===== config.mk =====
export PLATFORM = sky130hd
export DESIGN_NAME = ads_spi_frame_receiver
export DESIGN_NICKNAME = d
export VERILOG_FILES = /design/src/rtl/ads_spi_pkg.sv /design/src/rtl/ads_spi_crc16.sv /design/src/rtl/ads_spi_frame_receiver.sv
export SDC_FILE = /design/constraint.sdc
export NUM_CORES = 1
export LEC_CHECK = 0
export CAP_MARGIN = 20
export CORE_MARGIN = 10
export CORE_UTILIZATION = 40
export CTS_CLUSTER_DIAMETER = 40
export CTS_CLUSTER_SIZE = 20
export DETAILED_ROUTE_END_ITERATION = 12
export SLEW_MARGIN = 5
export SYNTH_ARGS = -nofsm -noshare
export SYNTH_HDL_FRONTEND = slang
export SYNTH_HIERARCHICAL = 1
export SYNTH_SLANG_ARGS = --single-unit

===== constraint.sdc =====
create_clock -name system_clock -period 3.4 [get_ports system_clock]
set_input_delay 0.68 -clock system_clock [delete_from_list [all_inputs] [get_ports system_clock]]
set_output_delay 0.68 -clock system_clock [all_outputs]
set_load 0.03 [all_outputs]

===== src/rtl/ads_spi_pkg.sv =====
`timescale 1ns/1ps
// Shared definitions for the ADS131A0x SPI frame path (receiver and SCLK generator).
package ads_spi_pkg;

    typedef enum logic [1:0] {
        ST_IDLE   = 2'd0,
        ST_ACTIVE = 2'd1,
        ST_DONE   = 2'd2
    } ads_rx_state_e;

    localparam int unsigned ADS_WORD_BITS       = 24;
    localparam int unsigned ADS_WORDS_PER_FRAME = 6;

    localparam logic [15:0] CRC16_POLY = 16'h1021;
    localparam logic [15:0] CRC16_INIT = 16'hFFFF;

    // One MSB-first CRC-16-CCITT step for a single input bit.
    function automatic logic [15:0] crc16_step(input logic [15:0] crc, input logic din);
        logic fb;
        fb = crc[15] ^ din;
        crc16_step = {crc[14:0], 1'b0} ^ (fb ? CRC16_POLY : '0);
    endfunction

endpackage


===== src/rtl/ads_spi_crc16.sv =====
`timescale 1ns/1ps
// Serial bit-wise CRC-16-CCITT: init_i reloads the seed, en_i folds in bit_i.
module ads_spi_crc16
    import ads_spi_pkg::*;
(
    input  logic        clk_i,
    input  logic        rst_i,
    input  logic        init_i,
    input  logic        en_i,
    input  logic        bit_i,
    output logic [15:0] crc_o
);

    logic [15:0] crc_q, crc_d;

    always_comb begin
        crc_d = crc_q;
        if (init_i) begin
            crc_d = CRC16_INIT;
        end else if (en_i) begin
            crc_d = crc16_step(crc_q, bit_i);
        end
    end

    always_ff @(posedge clk_i) begin
        if (rst_i) begin
            crc_q <= CRC16_INIT;
        end else begin
            crc_q <= crc_d;
        end
    end

    assign crc_o = crc_q;

endmodule


===== src/rtl/ads_spi_frame_receiver.sv =====
`timescale 1ns/1ps
// Oversampling ADS131A0x DOUT frame deserialiser on system_clock.
// Define ADS_SPI_RX_CRC_EN to check the trailing CRC word.
module ads_spi_frame_receiver
    import ads_spi_pkg::*;
#(
    parameter int unsigned WORD_BITS       = ADS_WORD_BITS,
    parameter int unsigned WORDS_PER_FRAME = ADS_WORDS_PER_FRAME,
    parameter int unsigned SAMPLE_FALLING  = 1,
    parameter int unsigned IDX_W           = 3
) (
    input  logic                 system_clock,
    input  logic                 reset,
    input  logic                 spi_cs_n,
    input  logic                 spi_sclk,
    input  logic                 spi_miso,
    output logic [WORD_BITS-1:0] word_data,
    output logic                 word_valid,
    output logic [IDX_W-1:0]     word_index,
    output logic                 frame_done,
    output logic                 frame_error,
    output logic                 crc_error,
    output logic                 busy
);

    localparam int unsigned          BIT_CNT_W = $clog2(WORD_BITS);
    localparam logic [BIT_CNT_W-1:0] LAST_BIT  = BIT_CNT_W'(WORD_BITS - 1);
    localparam logic [IDX_W-1:0]     LAST_WORD = IDX_W'(WORDS_PER_FRAME - 1);

    // [0],[1] synchroniser stages, [2] edge-detect stage
    logic [2:0] cs_q, sclk_q;
    logic [1:0] miso_q;

    always_ff @(posedge system_clock) begin
        if (reset) begin
            cs_q   <= '1;
            sclk_q <= '0;
            miso_q <= '0;
        end else begin
            cs_q   <= {cs_q[1:0], spi_cs_n};
            sclk_q <= {sclk_q[1:0], spi_sclk};
            miso_q <= {miso_q[0], spi_miso};
        end
    end

    logic cs_fall, cs_rise, samp_edge, miso_bit;
    assign cs_fall   = cs_q[2] & ~cs_q[1];
    assign cs_rise   = ~cs_q[2] & cs_q[1];
    assign samp_edge = (SAMPLE_FALLING != 0) ? (sclk_q[2] & ~sclk_q[1]) : (~sclk_q[2] & sclk_q[1]);
    assign miso_bit  = miso_q[1];

    ads_rx_state_e          state_q, state_d;
    logic [BIT_CNT_W-1:0]   bit_cnt_q, bit_cnt_d;
    logic [IDX_W-1:0]       word_cnt_q, word_cnt_d;
    logic [WORD_BITS-1:0]   shift_q, shift_d;
    logic                   pend_q, pend_d, pend_last_q, pend_last_d;
    logic [1:0]             prime_q, prime_d;
    logic                   armed_q, armed_d;
    logic [WORD_BITS-1:0]   word_data_q, word_data_d;
    logic [IDX_W-1:0]       word_index_q, word_index_d;
    logic                   word_valid_q, word_valid_d;
    logic                   frame_done_q, frame_done_d;
    logic                   frame_error_q, frame_error_d;
    logic                   crc_error_q, crc_error_d;
    logic                   crc_init, crc_en, crc_mismatch;

`ifdef ADS_SPI_RX_CRC_EN
    logic [15:0] crc_value;

    ads_spi_crc16 u_crc (
        .clk_i  (system_clock),
        .rst_i  (reset),
        .init_i (crc_init),
        .en_i   (crc_en),
        .bit_i  (miso_bit),
        .crc_o  (crc_value)
    );

    assign crc_mismatch = (shift_q[WORD_BITS-1 -: 16] != crc_value);
`else
    logic unused_crc;
    assign unused_crc   = crc_init ^ crc_en;
    assign crc_mismatch = 1'b0;
`endif

    always_comb begin
        state_d       = state_q;
        bit_cnt_d     = bit_cnt_q;
        word_cnt_d    = word_cnt_q;
        shift_d       = shift_q;
        pend_d        = 1'b0;
        pend_last_d   = 1'b0;
        word_data_d   = word_data_q;
        word_index_d  = word_index_q;
        word_valid_d  = 1'b0;
        frame_done_d  = 1'b0;
        frame_error_d = 1'b0;
        crc_error_d   = 1'b0;
        crc_init      = 1'b0;
        crc_en        = 1'b0;
        // CS is only trusted once a genuine high has come through the synchroniser
        prime_d       = (prime_q == 2'd2) ? prime_q : prime_q + 2'd1;
        armed_d       = armed_q | ((prime_q == 2'd2) & cs_q[1]);

        // A completed word is held in shift_q for one cycle, then published.
        if (pend_q) begin
            word_data_d  = shift_q;
            word_valid_d = 1'b1;
            frame_done_d = pend_last_q;
            crc_error_d  = pend_last_q & crc_mismatch;
        end

        unique case (state_q)
            ST_IDLE: begin
                if (armed_q && cs_fall) begin
                    state_d    = ST_ACTIVE;
                    bit_cnt_d  = '0;
                    word_cnt_d = '0;
                    crc_init   = 1'b1;
                end
            end
            ST_ACTIVE: begin
                if (cs_rise) begin
                    frame_error_d = 1'b1;
                    state_d       = ST_IDLE;
                end else if (samp_edge) begin
                    shift_d = {shift_q[WORD_BITS-2:0], miso_bit};
                    crc_en  = (word_cnt_q != LAST_WORD);
                    if (bit_cnt_q == LAST_BIT) begin
                        bit_cnt_d    = '0;
                        word_cnt_d   = word_cnt_q + 1'b1;
                        word_index_d = word_cnt_q;
                        pend_d       = 1'b1;
                        if (word_cnt_q == LAST_WORD) begin
                            pend_last_d = 1'b1;
                            state_d     = ST_DONE;
                        end
                    end else begin
                        bit_cnt_d = bit_cnt_q + 1'b1;
                    end
                end
            end
            ST_DONE: begin
                if (cs_rise) begin
                    state_d = ST_IDLE;
                end
            end
            default: state_d = ST_IDLE;
        endcase
    end

    always_ff @(posedge system_clock) begin
        if (reset) begin
            state_q       <= ST_IDLE;
            bit_cnt_q     <= '0;
            word_cnt_q    <= '0;
            shift_q       <= '0;
            pend_q        <= 1'b0;
            pend_last_q   <= 1'b0;
            prime_q       <= '0;
            armed_q       <= 1'b0;
            word_data_q   <= '0;
            word_index_q  <= '0;
            word_valid_q  <= 1'b0;
            frame_done_q  <= 1'b0;
            frame_error_q <= 1'b0;
            crc_error_q   <= 1'b0;
        end else begin
            state_q       <= state_d;
            bit_cnt_q     <= bit_cnt_d;
            word_cnt_q    <= word_cnt_d;
            shift_q       <= shift_d;
            pend_q        <= pend_d;
            pend_last_q   <= pend_last_d;
            prime_q       <= prime_d;
            armed_q       <= armed_d;
            word_data_q   <= word_data_d;
            word_index_q  <= word_index_d;
            word_valid_q  <= word_valid_d;
            frame_done_q  <= frame_done_d;
            frame_error_q <= frame_error_d;
            crc_error_q   <= crc_error_d;
        end
    end

    assign word_data   = word_data_q;
    assign word_index  = word_index_q;
    assign word_valid  = word_valid_q;
    assign frame_done  = frame_done_q;
    assign frame_error = frame_error_q;
    assign crc_error   = crc_error_q;
    assign busy        = (state_q != ST_IDLE);

endmodule


# == Word-level counts from Yosys, hierarchy flattened ==
# Cells that the tools add are included.
# totals
reg_bits,77
elab_cells,79
output_inout_bits,32
# classes
n_mux,21
bitwise,13
n_reduce_logical,13
add_sub_neg,3
eq_ne,13
# ops
op,count
$mux W5,4
$mux W2,6
$mux W3,4
$ne A2 B2 Y1 const B,5
$pmux W5 S2,1
$reduce_and A5 Y1,2
$ne A3 B3 Y1 const B,3
$not A1 Y1,8
$reduce_and A4 Y1,2
$pmux W2 S3,1
$pmux W3 S2,1
$add A5 B1 Y5 const B,1
$eq A5 B5 Y1 const B,1
$reduce_or A5 Y1,1
$and A1 B1 Y1,4
$eq A2 B2 Y1 const B,2
$mux W1,4
$reduce_bool A2 Y1,2
$reduce_or A2 Y1,2
$reduce_or A4 Y1,1
$add A3 B1 Y3 const B,1
$eq A3 B3 Y1 const B,1
$reduce_and A3 Y1,1
$add A2 B1 Y2 const B,1
4 further kinds,4

# == Longest topological paths before layout ==
# depth
word_depth,6
mapped_depth,6
depth_no_buf,6

# == Worst setup path before layout ==
# No wires, ideal clock.
# synth_path
path_type,register to register
from,register state_q[0]
to,register bit_cnt_q[0]
slack_ps,1612
n_path_buf,1
arrival_time_ps,1721
stages_incl_launch_ff,6
cell_sequence,dfxtp_1 > or2_1 > or3_1 > buf_6 > a2111o_1 > a21oi_2
# synth_between
elab_chain_cells,3
# synth_lines
item,line_no,text
start: declaration,ads_spi_frame_receiver.sv:52,"ads_rx_state_e state_q, state_d;"
start signal: assignment,ads_spi_frame_receiver.sv:169,state_q <= state_d;
$eq A2 B1 Y1 / $logic_not A2 Y1 (equally long branches),ads_spi_frame_receiver.sv:113,unique case (state_q)
$ne A2 B2 Y1 (no line) / $reduce_bool A2 Y1 (equally long branches),n/a,
$reduce_and A4 Y1 (no line),n/a,
end signal: assignment,ads_spi_frame_receiver.sv:170,bit_cnt_q <= bit_cnt_d;
end: declaration,ads_spi_frame_receiver.sv:53,"logic [BIT_CNT_W-1:0] bit_cnt_q, bit_cnt_d;"
# Parallel ways exist; a longest one is shown, timed or not.
# A chain may end at the register's enable or synchronous reset.

# == Worst setup path after layout ==
# layout_path
from,register state_q[0]
to,output port busy
# layout_between
elab_chain_cells,1
# layout_lines
item,line_no,text
$reduce_bool A2 Y1,ads_spi_frame_receiver.sv:192,assign busy = (state_q != ST_IDLE);
end: declaration,ads_spi_frame_receiver.sv:23,output logic busy
# No other way between the ends.

==> run_results.csv <==
group,metric,value,unit
synth,synth_seq_area_share,54.78,%
global_route,track_usage,10.34,%
cells_and_area,final_cell_area,0.003466,mm²
global_route,antenna_found_initial,0,
route,routed_wl,5443,µm
route,via_count,2109,
pwr,power_density,512.7,mW/mm²
synth,synth-main-ff-cell,"dfxtp_1",
critical_path,worstPathCellList,"or2_1 -> clkdlybuf4s50_1",
timing,slew_violations,0,
timing,slew_headroom,35.80,%
status,status,"finished, final reports clean",
hold_path,hp-class,"reg -> reg",
critical_path,crit_path_end_kind,"output pin",
timing,tightestPinTransition,963.0,ps
pwr,peakVddDrop,0.2130,mV
place,dpl.hpwl,3610,µm
cells_and_area,insertedDiodeCount,0,
run,drv_cap,0,
timing,finalClockSkew,9.095,ps
floorplan,die_y,103.9,µm
timing,rsz0062_at_grt,"no",
route,drt_pass1_iterations,4,
route,dr.first_iter.drc_count,101,
timing,finalSetupViolCount,0,
place,gp_congestion,0.7615,
cts,cts_resized,0,
cts,clk_pin_slew,70,ps
cells_and_area,multiInputGateArea,0.001180,mm²
cts,root_buffer,"clkbuf_8",
global_route,grt_pass1_vias,2039,
route,ant_nets,0,
cells_and_area,drive_above_1_share,7.558,%
floorplan,dieArea,0.01079,mm²
critical_path,path_class,"reg -> out",
cells_and_area,seq_area,0.001541,mm²
timing,post-route-period-util,67.39,%
timing,fmax,436.5,MHz
timing,final.min_clock_period,2291,ps
cts,clkSinkCount,77,
critical_path,startpoint_type,"flop",
pwr,power_leakage,1.157,nW
synth,syn_inst,308,
cts,cts_buffer_depth,2,
synth,ys_types,36,
critical_path,cp.arrival,1610,ps
place,io_buffers,35,
critical_path,cp_max_fo,7,
global_route,grt_max_degree,54,
cts,cts_made_buffers,9,
critical_path,cp.required,2720,ps
route,viasPerCell,4.793,
cells_and_area,nets,348,
global_route,grt-ovfl-total,0,
floorplan,rows,30,
place,placed_area,0.003241,mm²
synth,syn_nets,317,
floorplan,initial_core_util,41.19,%
cells_and_area,nFillCells,666,
floorplan,io_pins,37,
timing,finalSetupTns,0,ps
synth,syn_area,0.002814,mm²
floorplan,die-width,103.9,µm
synth,syn_avg_cell_area,9.136,µm²
critical_path,slowest_stage,"clkdlybuf4s50_1",
cts,cts_tree,"done",
synth,yosys_warnings,6,
critical_path,cp_slowest_stage_delay,680,ps
cts,worstSkewPairLatency,340,ps
synth,async_flop_share,0,%
synth,ys_ff_latch,77,
cells_and_area,area_growth,23.17,%
cts,cts_setup_buffers,0,
cts,htreeDepth,3,
timing,hold_viol,0,
route,post-route-drc-count,0,
global_route,grt_pass1_wl,9515,µm
cts,hold_buffers,0,
floorplan,coreArea,0.006832,mm²
route,avgRoutedWirePerCell,12.37,µm
synth,synth-edff-count,0,
-- path summary, 6_finish.rpt --
check	end	slack [ps]	depth (start not counted)	start
worst max-delay path	busy	1110	2	state_q[0]
worst min-delay path	cs_q[1]	410	1	cs_q[0]
worst max register to register	bit_cnt_q[0]	1480	4	state_q[0]
worst min register to register	cs_q[1]	410	1	cs_q[0]
-- critical path: cells and delay by family (launching register included) --
family                 cells  cell delay (ps)
and+or+nand+nor            1              160
buffers and inverters      1              680
DFF                        1              430
-- cell type report --
| type | instances | share of cell area (%) |
|---|---|---|
| well taps | 96 | 3.466 |
| clock inverters | 4 | 2.022 |
| multi-input cells | 209 | 34.04 |
| flip-flops and latches | 77 | 44.48 |
| inverters | 3 | 0.3249 |
| repair buffers | 39 | 11.19 |
| clock buffers | 12 | 4.477 |
-- state kept, by name, summed over array words and instances (netlist names), 2 cells and up --
name        count
word_data      24
bit_cnt_q       5
word_cnt_q      3
cs_q            3
miso_q          2
prime_q         2
sclk_q          3
word_index      3
state_q         2
shift_q        24
-- cells by family after synthesis --
group	after synthesis	share of synthesized area, %
AND/OR/NAND/NOR	135	22.32
flip-flops	77	54.78
AO/OA/AOI/OAI	44	8.626
multiplexers	24	8.537
buffers and inverters	22	3.513
adder cells (fa/ha/maj)	4	1.779
other	1	0.1333
XOR/XNOR	1	0.3113
-- placed cells by master, fill, tap and decap left out, drive strengths merged, types with 3 or more instances in the layout --
master,count
a21oi,36
buf,5
clkbuf,12
clkdlybuf4s50,34
dfxtp,77
ha,4
inv,3
mux2i,24
nand2,59
nand2b,5
nand3,7
nand4b,3
nor2,30
nor2b,9
nor3,8
or2,4
-- synthesized netlist by cell type (3+ instances only) --
master,n,area share (%)
nor2b_1,9,2.0
nand2b_1,5,1.1
nand4b_1,3,0.93
nor3_1,7,1.2
dfxtp_1,77,55
ha_1,4,1.8
nand2_1,59,7.9
nand3_1,7,1.2
mux2i_1,24,8.5
buf_2,4,0.71
a21oi_1,35,6.2
clkbuf_1,10,1.3
inv_1,3,0.40
or2_2,3,0.67
buf_1,3,0.40
nor2_1,30,4.0
-- report_power, final --
part           internal (mW)  switching (mW)
Combinational         0.0323          0.0479
Sequential             0.921          0.0103
Clock                  0.452           0.314
-- routing by layer --
metal	share of wire [%]	GRT usage (%)
met5	0	0
met4	2.4	5.964
met3	5.1	3.470
met2	45	16.58
met1	47	11.75
-- metrics by stage --
step | std cells | setup slack (ps) | total power, mW | utilization [%] | hold slack, ps
floorplan | 308 | 1612 | 1.015 | - | 389.5
global placement | 424 | 1453 | 1.030 | 47.44 | 391.4
detailed placement | 424 | 1455 | 1.034 | 47.44 | 392.8
CTS | 440 | 1082 | 1.801 | 50.73 | 410.6
global route | 440 | 1037 | 1.858 | 50.73 | 434.1
finish | 440 | 1109 | 1.777 | 50.73 | 409.8
No activity file was read; power rests on OpenSTA's default activity.
